==> src/rtl/stk_pkg.sv <==
// Shared types for the stack-engine pipeline: engine id, pointer and
// writeback microcode control fields.
package stk_pkg;

  localparam int unsigned ENGS_N  = 4;
  // One spare bit so out-of-range engine ids are representable and detectable.
  localparam int unsigned ENGID_W = 3;

  typedef logic [ENGID_W-1:0] engid_t;
  typedef logic [15:0]        ptr_t;

  // Pointer values travel beside this struct so their width can follow PTR_W.
  typedef struct packed {
    logic   vld;
    engid_t engid;
    logic   set_empty;
    logic   clr_empty;
    logic   head_vld;
    logic   tail_vld;
  } wrbk_uc_t;

  function automatic logic engid_in_range(engid_t id, int unsigned n);
    return 32'(id) < n;
  endfunction

endpackage

==> src/rtl/stk_pipe_wrbk_ent.sv <==
// One engine's state: empty flag plus head/tail pointers, written by the
// WB stage. A simultaneous set and clear leaves the empty flag unchanged.
module stk_pipe_wrbk_ent #(
  parameter int unsigned PTR_W = 16
) (
  input  logic             clk,
  input  logic             rst_n,
  input  logic             we,
  input  logic             set_empty,
  input  logic             clr_empty,
  input  logic             head_vld,
  input  logic [PTR_W-1:0] head_ptr,
  input  logic             tail_vld,
  input  logic [PTR_W-1:0] tail_ptr,
  output logic             empty,
  output logic [PTR_W-1:0] head,
  output logic [PTR_W-1:0] tail
);

  always_ff @(posedge clk) begin
    if (!rst_n) begin
      empty <= 1'b1;
      head  <= '0;
      tail  <= '0;
    end else if (we) begin
      if (set_empty && !clr_empty) begin
        empty <= 1'b1;
      end else if (clr_empty && !set_empty) begin
        empty <= 1'b0;
      end
      if (head_vld) head <= head_ptr;
      if (tail_vld) tail <= tail_ptr;
    end
  end

endmodule

==> src/rtl/stk_pipe_wrbk.sv <==
// Writeback stage: registers MEM-stage microcode, applies it to a flop-based
// per-engine state table one edge later, and forwards it to the LK-stage read.
module stk_pipe_wrbk #(
  parameter int unsigned ENGS_N = stk_pkg::ENGS_N,
  parameter int unsigned PTR_W  = $bits(stk_pkg::ptr_t)
) (
  input  logic                 clk,
  input  logic                 rst_n,
  input  logic                 i_wrbk_uc_vld_w,
  input  stk_pkg::engid_t      i_wrbk_uc_engid_w,
  input  logic                 i_wrbk_uc_set_empty_w,
  input  logic                 i_wrbk_uc_clr_empty_w,
  input  logic                 i_wrbk_uc_head_vld_w,
  input  logic [PTR_W-1:0]     i_wrbk_uc_head_ptr_w,
  input  logic                 i_wrbk_uc_tail_vld_w,
  input  logic [PTR_W-1:0]     i_wrbk_uc_tail_ptr_w,
  input  stk_pkg::engid_t      i_lk_rd_engid,
  output logic                 o_lk_rd_empty,
  output logic [PTR_W-1:0]     o_lk_rd_head,
  output logic [PTR_W-1:0]     o_lk_rd_tail,
  output logic [ENGS_N-1:0]    o_empty_vec_r,
  output logic                 o_cmt_vld_r,
  output stk_pkg::engid_t      o_cmt_engid_r,
  output logic                 o_err_r
);

  import stk_pkg::*;

  wrbk_uc_t         wb_q;
  logic [PTR_W-1:0] wb_head_q;
  logic [PTR_W-1:0] wb_tail_q;

  logic             wb_ok;
  logic             wb_bad;
  logic             cmt_vld_q;
  engid_t           cmt_engid_q;
  logic             err_q;

  logic [ENGS_N-1:0] empty_tbl;
  logic [PTR_W-1:0]  head_tbl [ENGS_N];
  logic [PTR_W-1:0]  tail_tbl [ENGS_N];

  always_ff @(posedge clk) begin
    if (!rst_n) begin
      wb_q      <= '0;
      wb_head_q <= '0;
      wb_tail_q <= '0;
    end else begin
      wb_q.vld       <= i_wrbk_uc_vld_w;
      wb_q.engid     <= i_wrbk_uc_engid_w;
      wb_q.set_empty <= i_wrbk_uc_set_empty_w;
      wb_q.clr_empty <= i_wrbk_uc_clr_empty_w;
      wb_q.head_vld  <= i_wrbk_uc_head_vld_w;
      wb_q.tail_vld  <= i_wrbk_uc_tail_vld_w;
      wb_head_q      <= i_wrbk_uc_head_ptr_w;
      wb_tail_q      <= i_wrbk_uc_tail_ptr_w;
    end
  end

  assign wb_ok  = wb_q.vld && engid_in_range(wb_q.engid, ENGS_N);
  assign wb_bad = wb_q.vld && (!engid_in_range(wb_q.engid, ENGS_N) ||
                               (wb_q.set_empty && wb_q.clr_empty));

  for (genvar g = 0; g < ENGS_N; g++) begin : g_ent
    stk_pipe_wrbk_ent #(
      .PTR_W(PTR_W)
    ) u_ent (
      .clk      (clk),
      .rst_n    (rst_n),
      .we       (wb_ok && (32'(wb_q.engid) == g)),
      .set_empty(wb_q.set_empty),
      .clr_empty(wb_q.clr_empty),
      .head_vld (wb_q.head_vld),
      .head_ptr (wb_head_q),
      .tail_vld (wb_q.tail_vld),
      .tail_ptr (wb_tail_q),
      .empty    (empty_tbl[g]),
      .head     (head_tbl[g]),
      .tail     (tail_tbl[g])
    );
  end

  always_ff @(posedge clk) begin
    if (!rst_n) begin
      cmt_vld_q   <= 1'b0;
      cmt_engid_q <= '0;
      err_q       <= 1'b0;
    end else begin
      cmt_vld_q <= wb_ok;
      if (wb_ok) cmt_engid_q <= wb_q.engid;
      if (wb_bad) err_q <= 1'b1;
    end
  end

  // Table read with per-field bypass from the youngest (WB register) entry.
  always_comb begin
    o_lk_rd_empty = 1'b1;
    o_lk_rd_head  = '0;
    o_lk_rd_tail  = '0;
    for (int unsigned i = 0; i < ENGS_N; i++) begin
      if (32'(i_lk_rd_engid) == i) begin
        o_lk_rd_empty = empty_tbl[i];
        o_lk_rd_head  = head_tbl[i];
        o_lk_rd_tail  = tail_tbl[i];
      end
    end
    if (wb_ok && (wb_q.engid == i_lk_rd_engid)) begin
      if (wb_q.set_empty && !wb_q.clr_empty) begin
        o_lk_rd_empty = 1'b1;
      end else if (wb_q.clr_empty && !wb_q.set_empty) begin
        o_lk_rd_empty = 1'b0;
      end
      if (wb_q.head_vld) o_lk_rd_head = wb_head_q;
      if (wb_q.tail_vld) o_lk_rd_tail = wb_tail_q;
    end
  end

  assign o_empty_vec_r = empty_tbl;
  assign o_cmt_vld_r   = cmt_vld_q;
  assign o_cmt_engid_r = cmt_engid_q;
  assign o_err_r       = err_q;

endmodule

==> config.mk <==
export PLATFORM = sky130hd
export DESIGN_NAME = stk_pipe_wrbk
export DESIGN_NICKNAME = d
export VERILOG_FILES = /design/src/rtl/stk_pkg.sv /design/src/rtl/stk_pipe_wrbk_ent.sv /design/src/rtl/stk_pipe_wrbk.sv
export SDC_FILE = /design/constraint.sdc
export NUM_CORES = 1
export LEC_CHECK = 0
export CORE_MARGIN = 3
export CORE_UTILIZATION = 35
export DETAILED_ROUTE_END_ITERATION = 10
export GPL_TIMING_DRIVEN = 0
export SKIP_CTS_REPAIR_TIMING = 1
export SYNTH_ARGS = -nofsm -noshare
export SYNTH_HDL_FRONTEND = slang
export SYNTH_SLANG_ARGS = --single-unit
==> constraint.sdc <==
create_clock -name clk -period 1.61 [get_ports clk]
set_clock_uncertainty 0.1 [all_clocks]
set_input_delay 0.322 -clock clk [delete_from_list [all_inputs] [get_ports clk]]
set_output_delay 0.322 -clock clk [all_outputs]
set_load 0.1 [all_outputs]
# --- Word-level counts from Yosys, hierarchy flattened ---
# Index checks and enable logic that the tools add are counted.
totals:
  output_inout_bits: 42
  regBits: 177
  word_cells: 81
classes:
  magnitude_cmp: 1
  eq_ne: 7
  n_reduce_logical: 29
  mux: 21
op_table:
  columns: ["operator", "n"]
  rows:
  - ["2-to-1 mux 16 bit", 12]
  - ["AND reduction 2 bit", 12]
  - ["equality test 3 x 2 -> 1 bit (second input constant)", 4]
  - ["logical AND 1 bit", 10]
  - ["2-to-1 mux 1 bit", 9]
  - ["equality test 3 x 1 -> 1 bit (second input constant)", 2]
  - ["logical NOT 3 bit", 2]
  - ["equality test 3 bit", 1]
  - ["logical NOT 1 bit", 3]
  - ["less-than comparator 3 bit (second input constant)", 1]
  - ["nonzero test 2 bit", 1]
  - ["logical OR 1 bit", 1]

# --- Longest topological paths before layout ---
# Gate-level depths: netlist (run 1).
logic_depth:
  ltp_word: 8
  ltp_mapped: 7

# --- By module ---
# A second synthesis (run 1) with hierarchy kept.
hier_totals:
  cells_unflattened: 881
  area_unflattened_um2: 8295.5
modules_own_cells:
  columns: ["mod", "cells_per_inst", "n_inst", "area_per_inst_um2"]
  rows:
  - ["stk_pipe_wrbk_ent", 154, 4, 1405.1]
  - ["stk_pipe_wrbk", 265, 1, 2675.1]

# --- Worst setup path before layout (run 1) ---
# OpenSTA, ideal clock, no wires.
synth_timing:
  kind: "register to output"
  start: "register wb_q[7] (netlist bit)"
  end: "output port o_lk_rd_tail[14]"
  slack_ns: -2.033
  required_ns: 1.188
  n_path_buf: 1
  path_stages_with_launch: 5
  t_arrival_ns: 3.221
  cell_sequence: "dfxtp_1 nor3b_1 nand4_1 clkbuf_1 o21ai_0"
synth_between:
  elab_chain_len: 3
synth_rtl:
  columns: ["item", "line_no", "source"]
  rows:
  - ["from (decl)", "stk_pipe_wrbk.sv:29", "wrbk_uc_t wb_q;"]
  - ["logical AND 1 bit", "stk_pipe_wrbk.sv:60", "assign wb_ok = wb_q.vld && engid_in_range(wb_q.engid, ENGS_N);"]
  - ["logical AND 1 bit", "stk_pipe_wrbk.sv:107", "if (wb_ok && (wb_q.engid == i_lk_rd_engid)) begin"]
  - ["2-to-1 mux 16 bit", "stk_pipe_wrbk.sv:107", null]
  - ["to (decl)", "stk_pipe_wrbk.sv:20", "output logic [PTR_W-1:0] o_lk_rd_tail,"]
# Every way passes these cells.

# --- Final worst setup path (run 1) ---
layout_timing:
  start: "register wb_q[4] (netlist bit)"
  end: "output port o_lk_rd_tail[9]"
layout_between:
  elab_chain_len: 4
  elab_cells_between_ends: 5
  cone_classes: "order compare: 1; eq/ne: 1; mux: 1; reduce/logical: 2"
layout_rtl:
  columns: ["item", "line_no", "source"]
  rows:
  - ["less-than comparator 3 bit", "stk_pkg.sv:23", "return 32'(id) < n;"]
  - ["logical AND 1 bit", "stk_pipe_wrbk.sv:60", null]
  - ["logical AND 1 bit (*)", "stk_pipe_wrbk.sv:107", null]
  - ["2-to-1 mux 16 bit (*)", "stk_pipe_wrbk.sv:107", null]
# Mark *: on every way between the ends. The rest lies on a longest branch, timed or not.

==> results.toml, run 1 <==
[detailed_routing]
ant_nets = 0
route.detailed.drc = 0
wl_um = 22800
vias_per_cell = 5.02
first_pass_iters = 4
avgRoutedWirePerCell_um = 17.7
vias = 6466
drt_iter0_markers = 413

[clock_network]
clk_pin_slew_ns = 0.07
cts_buffers = 17
clk_path_buf_depth = 2
cts_tree = "done"
clk_latency_ns = 0.43
cts_root_buf = "clkbuf_16"
htreeDepth = 4
cts.sink_count = 177

[run_status]
status = "finished, violations left"
violations = "setup timing"

[floorplan]
start_util = 0.359
fp-row-count = 53
die_h_um = 154
core_um2 = 21200
io_pins = 87
die_w_um = 154
dieArea_um2 = 23600

[setup_path]
reg2reg_setup_slack_ns = -0.21
worstReg2RegEnd = "g_ent[2].u_ent.head[11]"
critPathLaunch = "wb_q[4]"
worstReg2RegStart = "wb_q[5]"
slowest_stage = "dfxtp_2"
required_ns = 1.19
crit_type = "reg -> out"
path_cells = "buf_6, xnor2_4, nand4_1, buf_6, buf_12, o221ai_2, o21a_4, buf_12"
cp_max_fo = 10
r2r_cells = 6
critical_path.max_stage_delay_ns = 0.33
crit_end = "o_lk_rd_tail[9]"
endpoint_kind = "output pin"
cp_data_arrival_time_ns = 1.97
start_kind = "flop"

[place]
place_congestion = 0.819
placed_area_um2 = 9320
hpwlAfterDp_um = 15500
dpl.cell_count = 1232
io_buffers = 83
dpl_worst_slack_ns = -2.11

[finish]
final_cell_mix = "nand2_1 (259), dfxtp_1 (172), a21boi_0 (66), a21boi_1 (63), mux2i_1 (60)"
layout.cells.non_filler = 1288
area_growth_syn_to_layout_pct = 42.7
nFillCells = 1982
drive_gt1_frac = 0.247
seqCellArea_um2 = 3550
final_common_cell = "nand2_1"
num_antenna_cells = 0
fin_area_um2 = 10900
nets = 1048
multiInputGateArea_um2 = 4420

[synthesis]
ys_seq_area_frac = 0.465
avgSynthCellArea_um2 = 8.72
postSynthCellCount = 874
yosysWarnings = 0
syn_area_um2 = 7620
synth.distinct_cells = 39
synth_area_leaders = "dfxtp_1 (46%), nand2_1 (13%), a21boi_0 (8.2%)"
synth_top_area_frac = 0.465
ys_ff_latch = 177
synthesis.nets = 922
synth-edff-count = 0
yosysTopAreaCell = "dfxtp_1"
ys.flop_type = "dfxtp_1"
ys_async_sr_fraction = 0

[sta]
timing.fmax_ghz = 0.418
rsz0062_at_grt = "true"
period_share = 1.49
worst_slew_pin_slew_ns = 0.705
maxSlewHeadroom = 0.529
setup_viol = 85
tns_ns = -27.87
timing.final.ws_setup_ns = -0.785
slew_violations = 0
period_needed_ns = 2.39
finalHoldViolCount = 0

[global_route]
grt_pass1_vias = 6183
grt_overflow = 0
antenna_found_initial = 0
gr-usage-all-layers = 0.188
grt_pass1_wl_um = 35100
grt_max_degree = 18

[power]
power_mw = 9.38
p_per_area_nw_per_um2 = 862
leakagePower_nw = 3.90
ir_drop_mv = 0.719

[worst_hold_path]
min_path_type = "in -> reg"

[job]
drv_cap = 0
-- layer usage --
layer,part of all wire,GRT usage,vias up
li1,-,-,3200
met1,0.49,0.274,3072
met2,0.44,0.289,170
met3,0.049,0.0312,24
met4,0.017,0.0521,0
met5,0,0,-
-- Yosys cell counts, types with 2 or more instances --
cell and instances:
nand2b_1 3, xnor2_1 2, nand4_1 2, buf_2 28, ha_1 3, nor2_1 11, nand3_1 12, o21a_1 28
buf_4 6, nand2_1 266, a21boi_1 47, o221ai_1 26, a21oi_1 5, nand3b_2 2, a31oi_1 5, inv_1 5
clkbuf_1 30, and2_1 41, nor2_2 6, dfxtp_1 177, nor2b_1 4, or2_1 2, and3_1 3, nor3_2 2
nor3_1 3, mux2i_1 60, a21boi_0 83
-- worst min-delay path by stage --
| stage | from | endpoint | slack (ns) | cells past startpoint |
|---|---|---|---|---|
| after floorplan | g_ent[1].u_ent.tail[14] | g_ent[1].u_ent.tail[14] | 0.33 | 2 |
| after global placement | g_ent[3].u_ent.tail[14] | g_ent[3].u_ent.tail[14] | 0.34 | 2 |
| after detailed placement | g_ent[3].u_ent.head[12] | g_ent[3].u_ent.head[12] | 0.34 | 2 |
| after CTS | rst_n | g_ent[0].u_ent.empty | 0.21 | 2 |
| after global routing | rst_n | g_ent[3].u_ent.empty | 0.24 | 2 |
| final | rst_n | g_ent[1].u_ent.empty | 0.22 | 2 |
-- worst max-delay path: cells and delay by family, from the launching register on --
kind            cells  cell delay [ns]
simple gates        1             0.16
xor+xnor            1             0.16
buf+inv             4             0.63
flops               1             0.33
compound gates      2             0.24
-- cell families after synthesis --
| logic type | count (synthesis) | synth area share |
|---|---|---|
| simple gates | 360 | 0.204 |
| compound gates | 199 | 0.198 |
| flops | 177 | 0.465 |
| buf+inv | 71 | 0.0425 |
| mux | 62 | 0.0832 |
| fa+ha+maj | 3 | 0.00492 |
| xor+xnor | 2 | 0.00230 |
-- area by class of cell --
class                   count  share of cell area
inverters                   6             0.00230
clock inverters            14              0.0132
clock buffers              18              0.0394
multi-input cells         626               0.406
plain buffers              65              0.0488
well taps                 275              0.0316
repair buffers            107               0.132
flip-flops and latches    177               0.327
-- power by group --
group          switching, mW  internal, mW
registers              0.101          4.45
logic                  0.421         0.345
clock network           1.89          2.18
total                   2.41          6.97
-- stage by stage --
step           utilization  hold slack, ns
3_5_place_dp         0.439           0.345
6_report             0.513           0.216
3_3_place_gp         0.439           0.338
2_1_floorplan            -           0.332
5_1_grt              0.513           0.236
4_1_cts              0.466           0.208
-- state kept, by name, summed over array words and instances, names as in the netlist --
name	flops
wb_head_q	16
o_err_r	1
g_ent.u_ent.head	64
g_ent.u_ent.tail	64
wb_tail_q	16
o_cmt_engid_r	3
g_ent.u_ent.empty	4
o_cmt_vld_r	1
wb_q	8
No activity file was read; power rests on OpenSTA's default activity.
==> run 2: changes to the inputs <==
--- a/config.mk
+++ b/config.mk
@@ -5,8 +5,9 @@
 export SDC_FILE = /design/constraint.sdc
 export NUM_CORES = 1
 export LEC_CHECK = 0
+export ABC_AREA = 0
 export CORE_MARGIN = 3
-export CORE_UTILIZATION = 35
+export CORE_UTILIZATION = 40
 export DETAILED_ROUTE_END_ITERATION = 10
 export GPL_TIMING_DRIVEN = 0
 export SKIP_CTS_REPAIR_TIMING = 1
==> results.toml, run 2 (synthesis results as in run 1) <==
[floorplan]
core_um2 = 18300
dieArea_um2 = 20800
io_pins = 87
start_util = 0.416
die_w_um = 144
die_h_um = 144
fp-row-count = 49

[sta]
slew_violations = 0
rsz0062_at_grt = "true"
maxSlewHeadroom = 0.527
timing.fmax_ghz = 0.421
period_needed_ns = 2.38
setup_viol = 101
worst_slew_pin_slew_ns = 0.708
period_share = 1.48
finalHoldViolCount = 0
timing.final.ws_setup_ns = -0.767

[clock_network]
clk_path_buf_depth = 2
cts.sink_count = 177
cts_buffers = 17
cts_tree = "done"
clk_pin_slew_ns = 0.07
htreeDepth = 4
cts_root_buf = "clkbuf_16"
clk_latency_ns = 0.43

[finish]
nets = 1042
area_growth_syn_to_layout_pct = 40.7
final_cell_mix = "nand2_1 (265), dfxtp_1 (172), a21boi_0 (83), mux2i_1 (60), a21boi_1 (47)"
final_common_cell = "nand2_1"
layout.cells.non_filler = 1236
num_antenna_cells = 0
drive_gt1_frac = 0.237
fin_area_um2 = 10700
largestRegisters = "g_ent.u_ent.head (64), g_ent.u_ent.tail (64)"

[global_route]
grt_overflow = 0
grt_pass1_vias = 5986
grt_pass1_wl_um = 34300
grt_max_degree = 17
antenna_found_initial = 0
gr-usage-all-layers = 0.217

[run_status]
violations = "setup timing"
status = "finished, violations left"

[power]
p_per_area_nw_per_um2 = 906
leakagePower_nw = 3.82
ir_drop_mv = 0.655

[place]
placed_area_um2 = 9260
place_congestion = 0.808
dpl.cell_count = 1186
hpwlAfterDp_um = 15600
io_buffers = 83

[job]
drv_cap = 0

[setup_path]
endpoint_kind = "output pin"
critPathLaunch = "wb_q[5]"
crit_type = "reg -> out"
r2r_cells = 7
cp_data_arrival_time_ns = 1.95
cp_max_fo = 10
worstReg2RegStart = "wb_q[4]"
required_ns = 1.19
start_kind = "flop"

[detailed_routing]
drt_iter0_markers = 391
vias = 6480
route.detailed.drc = 0
wl_um = 22900
ant_nets = 0
vias_per_cell = 5.24
avgRoutedWirePerCell_um = 18.5
first_pass_iters = 5

[worst_hold_path]
hp-start = "rst_n"
whs_path_depth = 2
min_path_type = "in -> reg"
-- run 2: layout make-up --
class                           count  area (um^2)
Fill cell                        1615         7600
Multi-Input combinational cell    626         4430
Tap cell                          229          287
Clock buffer                       19          453
Timing Repair Buffer              101         1320
Clock inverter                     13          171
Sequential cell                   177         3550
Buffer                             65          492
Inverter                            6         25.0
-- run 2: power by group --
part | total, mW | switching [mW] | leakage (nW) | internal [mW]
combinational | 0.766 | 0.420 | 2.08 | 0.347
clock | 4.40 | 1.84 | 0.302 | 2.56
sequential | 4.56 | 0.109 | 1.44 | 4.45
-- run 2: stage by stage --
stage                     hold slack (ns)  power [mW]  TNS, ns  worst slack (ns)  utilization
after floorplan                     0.332        5.03   -10.23            -0.489            -
after global placement              0.340        5.32   -83.60             -2.16        0.505
after detailed placement            0.347        5.32   -83.77             -2.10        0.505
after CTS                           0.190        9.69   -91.73             -2.11        0.539
after global routing                0.234        10.0   -45.25            -0.836        0.585
final                               0.205        9.72   -35.93            -0.767        0.585
-- run 2: path summary, 6_finish.rpt --
| path | end | slack (ns) |
|---|---|---|
| max | o_lk_rd_head[7] | -0.77 |
| min | g_ent[3].u_ent.empty | 0.20 |
| max reg2reg | g_ent[1].u_ent.head[12] | -0.38 |
| min reg2reg | g_ent[3].u_ent.tail[13] | 0.35 |
-- run 2: worst max-delay path: stages, from the launching register on --
cell and delay, ns:
dfxtp_2 0.34, buf_8 0.14, xnor2_4 0.15, nand4_1 0.14, buf_6 0.18, buf_8 0.16
a31oi_4 0.21, buf_12 0.20
-- run 2: per-layer routing --
metal	GRT usage	vias up	wire (um)
li1	-	3192	-
met1	0.325	3104	11300
met2	0.325	165	10300
met3	0.0430	19	1150
met4	0.0441	0	189
met5	0	-	0
